$ cat src/rtl/rram_imc_seq.sv
`default_nettype none
// ============================================================================
// rram_imc_seq : bus-programmable READ / MAC / SET / RESET sequencer for the
//                RRAM in-memory-compute macro.
// Revision     : 1.0
// ============================================================================
module rram_imc_seq #(
  parameter int ROWS      = 16,
  parameter int COLS      = 16,
  parameter int ADC_BITS  = 3,
  parameter int ACC_W     = 8,
  parameter int PRE_CYC   = 4,
  parameter int SENSE_CYC = 2,
  parameter int PULSE_CYC = 8
) (
  input  logic                clk,
  input  logic                rst,
  input  logic                wbs_stb_i,
  input  logic                wbs_we_i,
  input  logic [31:0]         wishbone_address_bus,
  input  logic [31:0]         wishbone_data_in,
  output logic [31:0]         wishbone_data_out,
  output logic                wbs_ack_o,
  input  logic                enable_IM,
  input  logic [COLS-1:0]     CSA,
  input  logic [ADC_BITS-1:0] adc_in,
  output logic [ROWS-1:0]     wl_en,
  output logic [COLS-1:0]     bl_sel,
  output logic                sl_sel,
  output logic                pre_en,
  output logic                csa_en,
  output logic                adc_sample,
  output logic                busy
);

  localparam int CNT_MAX_PS = (PRE_CYC > SENSE_CYC) ? PRE_CYC : SENSE_CYC;
  localparam int CNT_MAX    = (PULSE_CYC > CNT_MAX_PS) ? PULSE_CYC : CNT_MAX_PS;
  localparam int CNT_W      = $clog2(CNT_MAX + 1);
  localparam int COL_W      = (COLS > 1) ? $clog2(COLS) : 1;

  localparam logic [1:0] MODE_READ  = 2'b00;
  localparam logic [1:0] MODE_MAC   = 2'b01;
  localparam logic [1:0] REG_CTRL   = 2'd0;
  localparam logic [1:0] REG_ROW    = 2'd1;
  localparam logic [1:0] REG_COL    = 2'd2;
  localparam logic [1:0] REG_RESULT = 2'd3;

  typedef enum logic [2:0] {
    ST_IDLE  = 3'd0,
    ST_PRE   = 3'd1,
    ST_SENSE = 3'd2,
    ST_NEXT  = 3'd3,
    ST_PULSE = 3'd4,
    ST_DONE  = 3'd5
  } state_e;

  state_e           state_q, state_d;
  logic [CNT_W-1:0] cnt_q, cnt_d;
  logic [COL_W-1:0] col_q, col_d;
  logic [ACC_W-1:0] acc_q, acc_d;
  logic [COLS-1:0]  csa_q, csa_d;
  logic [1:0]       mode_q;
  logic [ROWS-1:0]  row_mask_q;
  logic [COLS-1:0]  col_mask_q;
  logic             done_q, err_q, ack_q;
  logic [31:0]      rdata_q;

  logic             w_xfer, w_wr, w_idle, w_start_req, w_start_ok;
  logic [1:0]       w_sel, w_start_mode;
  logic             w_pre_last, w_sense_last, w_pulse_last, w_col_last;
  logic [COLS-1:0]  w_col_onehot;
  logic [ACC_W:0]   w_sum;
  logic [ACC_W-1:0] w_acc_sat;
  logic [31:0]      w_rdata;
  logic             w_unused_bits;

  // A strobe seen during the ack cycle belongs to the transfer being acked.
  assign w_xfer       = wbs_stb_i & ~ack_q;
  assign w_wr         = w_xfer & wbs_we_i;
  assign w_sel        = wishbone_address_bus[3:2];
  assign w_idle       = (state_q == ST_IDLE);
  assign w_start_req  = w_wr & (w_sel == REG_CTRL) & wishbone_data_in[0] & w_idle;
  assign w_start_ok   = w_start_req & enable_IM & (|row_mask_q);
  assign w_start_mode = wishbone_data_in[2:1];
  assign w_unused_bits = ^{wishbone_address_bus[31:4], wishbone_address_bus[1:0], wishbone_data_in};

  assign w_pre_last   = (cnt_q == CNT_W'(PRE_CYC - 1));
  assign w_sense_last = (cnt_q == CNT_W'(SENSE_CYC - 1));
  assign w_pulse_last = (cnt_q == CNT_W'(PULSE_CYC - 1));
  assign w_col_last   = (col_q == COL_W'(COLS - 1));
  assign w_col_onehot = COLS'(1) << col_q;

  assign w_sum     = {1'b0, acc_q} + (ACC_W + 1)'(adc_in);
  assign w_acc_sat = w_sum[ACC_W] ? '1 : w_sum[ACC_W-1:0];

  assign busy              = ~w_idle;
  assign wbs_ack_o         = ack_q;
  assign wishbone_data_out = rdata_q;

  always_comb begin
    w_rdata = '0;
    case (w_sel)
      REG_CTRL:   w_rdata = {26'd0, err_q, done_q, busy, mode_q, 1'b0};
      REG_ROW:    w_rdata = 32'(row_mask_q);
      REG_COL:    w_rdata = 32'(col_mask_q);
      REG_RESULT: w_rdata = (mode_q == MODE_MAC) ? 32'(acc_q) : 32'(csa_q);
      default:    w_rdata = '0;
    endcase
  end

  always_comb begin
    state_d    = state_q;
    cnt_d      = cnt_q;
    col_d      = col_q;
    acc_d      = acc_q;
    csa_d      = csa_q;
    wl_en      = '0;
    bl_sel     = '0;
    sl_sel     = 1'b0;
    pre_en     = 1'b0;
    csa_en     = 1'b0;
    adc_sample = 1'b0;
    unique case (state_q)
      ST_IDLE: begin
        if (w_start_ok) begin
          cnt_d = '0;
          col_d = '0;
          if (w_start_mode == MODE_READ) begin
            state_d = ST_PRE;
          end else if (w_start_mode == MODE_MAC) begin
            state_d = ST_NEXT;
            acc_d   = '0;
          end else begin
            state_d = ST_PULSE;
          end
        end
      end
      ST_PRE: begin
        pre_en = 1'b1;
        if (w_pre_last) begin
          cnt_d   = '0;
          state_d = ST_SENSE;
        end else begin
          cnt_d = cnt_q + CNT_W'(1);
        end
      end
      ST_SENSE: begin
        wl_en      = row_mask_q;
        csa_en     = 1'b1;
        bl_sel     = (mode_q == MODE_MAC) ? w_col_onehot : '1;
        adc_sample = (mode_q == MODE_MAC) & w_sense_last;
        if (w_sense_last) begin
          cnt_d = '0;
          if (mode_q == MODE_MAC) begin
            acc_d = w_acc_sat;
            if (w_col_last) begin
              state_d = ST_DONE;
            end else begin
              col_d   = col_q + COL_W'(1);
              state_d = ST_NEXT;
            end
          end else begin
            csa_d   = CSA;
            state_d = ST_DONE;
          end
        end else begin
          cnt_d = cnt_q + CNT_W'(1);
        end
      end
      ST_NEXT: begin
        if (col_mask_q[col_q]) begin
          cnt_d   = '0;
          state_d = ST_PRE;
        end else if (w_col_last) begin
          state_d = ST_DONE;
        end else begin
          col_d = col_q + COL_W'(1);
        end
      end
      ST_PULSE: begin
        wl_en  = row_mask_q;
        bl_sel = col_mask_q;
        sl_sel = mode_q[0];
        if (w_pulse_last) begin
          cnt_d   = '0;
          state_d = ST_DONE;
        end else begin
          cnt_d = cnt_q + CNT_W'(1);
        end
      end
      ST_DONE: state_d = ST_IDLE;
      default: state_d = ST_IDLE;
    endcase
    // Abort wins over everything, including a capture due on this edge.
    if (!w_idle && !enable_IM) begin
      state_d = ST_IDLE;
      cnt_d   = '0;
      acc_d   = acc_q;
      csa_d   = csa_q;
    end
  end

  always_ff @(posedge clk) begin
    if (rst) begin
      state_q    <= ST_IDLE;
      cnt_q      <= '0;
      col_q      <= '0;
      acc_q      <= '0;
      csa_q      <= '0;
      mode_q     <= MODE_READ;
      row_mask_q <= '0;
      col_mask_q <= '0;
      done_q     <= 1'b0;
      err_q      <= 1'b0;
      ack_q      <= 1'b0;
      rdata_q    <= '0;
    end else begin
      state_q <= state_d;
      cnt_q   <= cnt_d;
      col_q   <= col_d;
      acc_q   <= acc_d;
      csa_q   <= csa_d;
      ack_q   <= w_xfer;
      if (w_xfer) rdata_q <= w_rdata;
      if (w_wr && w_idle) begin
        case (w_sel)
          REG_CTRL: mode_q     <= wishbone_data_in[2:1];
          REG_ROW:  row_mask_q <= wishbone_data_in[ROWS-1:0];
          REG_COL:  col_mask_q <= wishbone_data_in[COLS-1:0];
          default:  ;
        endcase
      end
      if (w_start_req) begin
        done_q <= 1'b0;
        err_q  <= ~(enable_IM & (|row_mask_q));
      end else begin
        if (state_q == ST_DONE && enable_IM) done_q <= 1'b1;
        if (!w_idle && !enable_IM) err_q <= 1'b1;
      end
    end
  end

endmodule
`default_nettype wire

$ cat config.mk
export PLATFORM = sky130hd
export DESIGN_NAME = rram_imc_seq
export DESIGN_NICKNAME = d
export VERILOG_FILES = /design/src/rtl/rram_imc_seq.sv
export SDC_FILE = /design/constraint.sdc
export NUM_CORES = 1
export LEC_CHECK = 0
export CAP_MARGIN = 0
export CORE_UTILIZATION = 48
export CTS_BUF_LIST = sky130_fd_sc_hd__clkbuf_8
export CTS_CLUSTER_SIZE = 20
export DETAILED_ROUTE_END_ITERATION = 8
export PLACE_DENSITY = 0.78
export REMOVE_ABC_BUFFERS = 1
export SLEW_MARGIN = 20
export SYNTH_ARGS = -nofsm -noshare
export SYNTH_HDL_FRONTEND = slang
export SYNTH_SLANG_ARGS = --single-unit
$ cat constraint.sdc
create_clock -name clk -period 2.4 [get_ports clk]
set_input_delay 0.48 -clock clk [delete_from_list [all_inputs] [get_ports clk]]
set_output_delay 0.48 -clock clk [all_outputs]
set_load 0.05 [all_outputs]
==> results.yml, run 1 <==
power:
  p_leak_nw: 2.59
  ir_worst_vdd_v: 0.000486
  p_per_area_nw_per_um2: 672
synth:
  avgSynthCellArea_um2: 7.94
  synth_seq_cells: 88
  ys_warn_count: 0
  ys.flop_type: "dfxtp_1"
  synthTopCellsByArea: "dfxtp_1, nand2_1, a21oi_1"
  synth_area_leader_cell: "dfxtp_1"
  synth-edff-count: 0
  ys_types: 60
  ys_seq_area_share_pct: 35.3
  synthArstFlopShare_pct: 0
  synthCells: 629
  synth_top_area_share_pct: 35.3
  syn_area_um2: 4990
detailed_routing:
  drc: 0
  drt_iter0_markers: 413
  wl_met3_mm: 1.40
  highest_layer: "met4"
  wl_met1_mm: 6.41
  dr.pass1.iters: 5
  num_vias: 5220
  post_drt_wl_per_cell_um: 18.0
  route.met2.wl_mm: 7.63
  viasPerCell: 5.89
  route.antenna.remaining_nets: 0
  wirelength_mm: 16.0
sta:
  fin_ws_ns: -0.0184
  period_needed_ns: 2.42
  clock_skew_ns: 0.00925
  hold_viol: 0
  worstMarginPinSlew_ns: 0.530
  finalSetupViolCount: 2
  finalCritPeriodShare_pct: 101
  max_freq_mhz: 414
  slew-limit-headroom_pct: 64.2
  slew_violations: 0
  fin_setup_tns_ns: -0.0269
  rsz0062_at_grt: "yes"
placement:
  dpl.cell_count: 867
  portBuffers: 95
  gp_congestion: 0.955
  place_ws_ns: -0.382
  hpwl_mm: 11.8
setup_path:
  arrival_ns: 2.68
  critPathSlowestCell: "or4b_4"
  worstSetupStartpointType: "input pin"
  slowest_delay_ns: 0.60
  critical_path.cell_chain: "clkdlybuf4s50_1 -> or4b_4 -> nor4_4 -> a2bb2oi_2 -> a21oi_2 -> buf_12 -> a31oi_1 -> a211oi_1"
  crit_fanout: 12
  required_ns: 2.67
  path_class: "input pin to register"
  endpoint_kind: "register"
final_layout:
  drive_gt1_share_pct: 20.3
  fill_cells: 796
  nNetsFinal: 848
  syn2layout_area_growth_pct: 40.9
  fin_cells: 886
  diodes: 0
grt:
  track_usage_pct: 29.8
  grt_max_degree: 44
  grt_overflow: 0
  grt_pass1_wl_mm: 25.5
  first_global_vias: 4930
  antenna_found_initial: 0
cts:
  cts_sinks: 88
  tritoncts: "built"
  clockBufferDepth: 2
  clock_latency_ns: 0.36
  cts_root_buf: "clkbuf_8"
  htree_levels: 3
  cts_buffers: 9
  clk_pin_slew_ns: 0.09
hold_path:
  hp-class: "register to register"
floorplanning:
  io_pins: 158
  die_w_um: 104
  start_util_pct: 50.4
  die_area_um2: 10800
  coreArea_um2: 9910
  rows: 36
  die_h_um: 104
status:
  status: "complete, but fails checks"
  violations: "negative setup slack"
run:
  maxCapViolCount: 0
-- stage by stage --
| step | area (um2) | utilization, % | power [mW] | hold slack (ns) |
|---|---|---|---|---|
| floorplan | 4740 | - | 2.59 | 0.431 |
| global placement | 6650 | 67.1 | 3.45 | 0.442 |
| detailed placement | 6650 | 67.1 | 3.48 | 0.450 |
| CTS | 6920 | 69.8 | 4.60 | 0.463 |
| global route | 7040 | 71.0 | 4.91 | 0.489 |
| finish | 7040 | 71.0 | 4.73 | 0.464 |
-- critical path: cells and delay by family --
kind,cells,cell delay (ns)
AND/OR/NAND/NOR,2,0.92
buffers and inverters,2,0.64
AO/OA/AOI/OAI,4,0.63
-- kinds of logic after synthesis --
| logic type | after synthesis | share of synthesized area [%] |
|---|---|---|
| buffers and inverters | 76 | 7.59 |
| other | 1 | 0.0751 |
| flip-flops | 88 | 35.3 |
| multiplexers | 32 | 7.97 |
| XOR/XNOR | 2 | 0.351 |
| AND/OR/NAND/NOR | 271 | 26.1 |
| AO/OA/AOI/OAI | 147 | 19.5 |
| adder cells (fa/ha/maj) | 12 | 3.16 |
-- registers in the layout, summed over array words and instances, names as in the netlist --
name               cells
col_mask_q            16
csa_q                 16
row_mask_q            16
wishbone_data_out     16
acc_q                  8
cnt_q                  4
col_q                  4
state_q                3
mode_q                 2
done_q                 1
err_q                  1
wbs_ack_o              1
-- layout make-up --
cell class              instances  area, um2  share of cell area [%]
multi-input cells             480       3020                    43.0
repair buffers                151       1780                    25.4
flip-flops and latches         88       1780                    25.3
well taps                     133        166                    2.37
clock buffers                  10        138                    1.96
clock inverters                 6       76.3                    1.08
inverters                      18       71.3                    1.01
-- synth_stat cells, types with 11 or more instances --
master,n
dfxtp_1,88
and2_1,19
a21oi_1,56
clkbuf_1,32
o21ai_0,29
nand2_1,109
nand3_1,14
nor3_1,19
mux2i_1,24
nor2_1,57
a221o_1,12
a221oi_1,13
ha_1,11
buf_4,18
inv_1,18
-- power by group --
group | leakage [nW] | internal, mW | total [mW] | switching [mW]
logic | 1.77 | 0.866 | 2.03 | 1.16
clock network | 0.109 | 0.527 | 1.11 | 0.582
registers | 0.716 | 1.52 | 1.59 | 0.0676
-- timing repair --
item / 4_1_cts / 5_1_grt
buffers inserted: 0 / 2
gates resized for setup: 21 / 23
endpoints found under the setup margin: 34 / 37
pin swaps: 2 / 9
hold buffers: 0 / 0
gates cloned: 0 / 1
-- layer usage --
metal	track usage [%]	vias up
li1	-	2423
met1	38.7	2450
met2	48.4	302
met3	5.64	45
met4	12.8	0
met5	0	-
-- path summary, 6_finish.rpt --
kind | from | end | slack [ns] | cells past startpoint
setup reg to reg | cnt_q[1] | col_q[2] | 0.09 | 8
hold / removal | csa_q[0] | csa_q[0] | 0.46 | 2
setup / recovery | wishbone_address_bus[3] | acc_q[7] | -0.02 | 8
hold reg to reg | csa_q[0] | csa_q[0] | 0.46 | 2
-- cells in the final DEF (no fill, tap or decap), types with 6 or more instances in the layout --
cell type / synthesis / routed
conb_1: 1 / 16
and2_1: 19 / 18
dfxtp_1: 88 / 82
clkdlybuf4s50_1: 0 / 57
buf_12: 0 / 39
a221oi_1: 13 / 13
clkbuf_8: 0 / 10
inv_1: 18 / 17
mux4_2: 6 / 6
mux2i_1: 24 / 24
nand2b_1: 9 / 8
o21ai_0: 29 / 25
a221o_1: 12 / 12
nand2_1: 109 / 109
nor4_1: 7 / 6
ha_1: 11 / 11
nand3_1: 14 / 14
nor3_1: 19 / 15
nor2b_1: 9 / 8
nor2_1: 57 / 56
buf_4: 18 / 48
a21oi_1: 56 / 55
a211oi_1: 6 / 6
Power figures use the tool's default switching activity.
==> run 2: changes to the inputs <==
CORE_MARGIN = 2   (was not set)
==> run 2 against run 1 <==
  * The flow still finishes with violations (negative setup slack)
  * Register-to-register slack about the same
  * Clock power down 11%
  * Flip-flop and latch count unchanged
  * Final cell count up 0.34%
  * Clock skew up 0.0045 ns
  * Wire length up 2.5%
  * Core utilization down 2.5 points
==> results.yml, run 2 (synthesized netlist as in run 1, its figures left out) <==
floorplanning:
  die_area_um2: 11200
  io_pins: 158
  die_h_um: 106
  die_w_um: 106
  rows: 37
  coreArea_um2: 10200
  start_util_pct: 48.8
sta:
  max_freq_mhz: 412
  fin_ws_ns: -0.0244
  clock_skew_ns: 0.0138
  fin_hold_ws_ns: 0.459
  finalCritPeriodShare_pct: 101
  period_needed_ns: 2.42
  slew-limit-headroom_pct: 55.7
  rsz0062_at_grt: "yes"
  finalSetupViolCount: 5
  hold_viol: 0
  worstMarginPinSlew_ns: 0.664
  slew_violations: 0
status:
  status: "complete, but fails checks"
  violations: "negative setup slack"
cts:
  clock_latency_ns: 0.37
  tritoncts: "built"
  cts_hold_repair.buffers: 0
  clockBufferDepth: 2
  clk_pin_slew_ns: 0.09
  cts_sinks: 88
  cts_root_buf: "clkbuf_8"
  cts_buffers: 9
  htree_levels: 3
final_layout:
  final_core_util_pct: 68.5
  fin_cells: 889
  drive_gt1_share_pct: 21.8
  diodes: 0
  mostFrequentLayoutCells: "nand2_1, dfxtp_1, clkdlybuf4s50_1, nor2_1, a21oi_1"
  layout_commonest_cell: "nand2_1"
  nNetsFinal: 848
  syn2layout_area_growth_pct: 40.3
placement:
  hpwl_mm: 12.1
  dpl.cell_count: 866
  gp_congestion: 0.952
  place_ws_ns: -0.391
  portBuffers: 95
detailed_routing:
  viasPerCell: 5.86
  dr.pass1.iters: 5
  drc: 0
  wirelength_mm: 16.4
  drt_iter0_markers: 515
  post_drt_wl_per_cell_um: 18.4
  route.antenna.remaining_nets: 0
  num_vias: 5213
power:
  p_sw_share_pct: 39.5
  p_switching_mw: 1.83
  p_clk_share_pct: 21.4
  p_per_area_nw_per_um2: 663
  ir_worst_vdd_v: 0.000445
  p_int_mw: 2.81
  p_leak_nw: 2.61
  fin_total_pwr_mw: 4.64
  seqPwrFrac_pct: 34.5
  comb_power_share_pct: 44.1
setup_path:
  endpoint_kind: "output port"
  required_ns: 1.92
  crit_fanout: 7
  arrival_ns: 1.94
  path_class: "register to output port"
  r2r_slack_ns: 0.08
  worstSetupStartpointType: "register"
  reg2reg_from: "cnt_q[1]"
  crit_path_start: "state_q[1]"
grt:
  grt_overflow: 0
  track_usage_pct: 29.3
  grt_pass1_wl_mm: 25.9
  first_global_vias: 5016
  busiest_layer: "met2"
  grtUsageMet2_pct: 48.4
  antenna_found_initial: 0
  grt_max_degree: 48
  grt_use_met1_pct: 37.9
  grt_use_met3_pct: 5.33
run:
  maxCapViolCount: 0
hold_path:
  hold_path.startpoint: "csa_q[1]"
  hp-class: "register to register"
==> run 2: area by class of cell <==
cell class,count,area (um2)
Inverter,18,67.6
Sequential cell,88,1790
Tap cell,136,170
Multi-Input combinational cell,481,3050
Timing Repair Buffer,150,1750
Fill cell,805,3230
Clock buffer,10,138
Clock inverter,6,51.3
==> run 2: worst paths after layout <==
path | end | depth (start not counted)
hold / removal | csa_q[1] | 2
setup / recovery | bl_sel[2] | 5
setup reg to reg | col_q[2] | 8
hold reg to reg | csa_q[1] | 2
==> run 2: metrics by stage <==
step | cell area (um2) | setup TNS (ns)
floorplan | 4740 | -23.99
global placement | 6600 | -3.19
detailed placement | 6600 | -3.82
CTS | 6880 | 0
global route | 7010 | -0.358
finish | 7010 | -0.0717
==> run 2: critical path: stages, from the launching register on <==
cell     delay, ns
dfxtp_4       0.41
or3b_4        0.47
nor2_4        0.16
buf_6         0.15
a221o_1       0.22
buf_12        0.17
==> run 2: timing repair <==
action                     in CTS  in global routing
gates cloned                    2                  1
setup endpoints to repair      35                 42
pin swaps                       2                  4
setup buffers                   2                  2
gates resized for setup        22                 40
==> run 2: routing by layer <==
metal  vias to the layer above  share of wire (%)
met5                         -                  0
met4                         0                3.6
met3                        47                8.9
met2                       290                 48
met1                      2450                 39
li1                       2426                  -
==> run 2: power by group through the flow <==
stage               logic (mW)  clock network (mW)  registers, mW
floorplan                0.921                   0           1.67
global placement          1.80                   0           1.62
detailed placement        1.84                   0           1.62
CTS                       1.94                1.01           1.60
global route              2.13                1.07           1.61
finish                    2.05               0.992           1.60
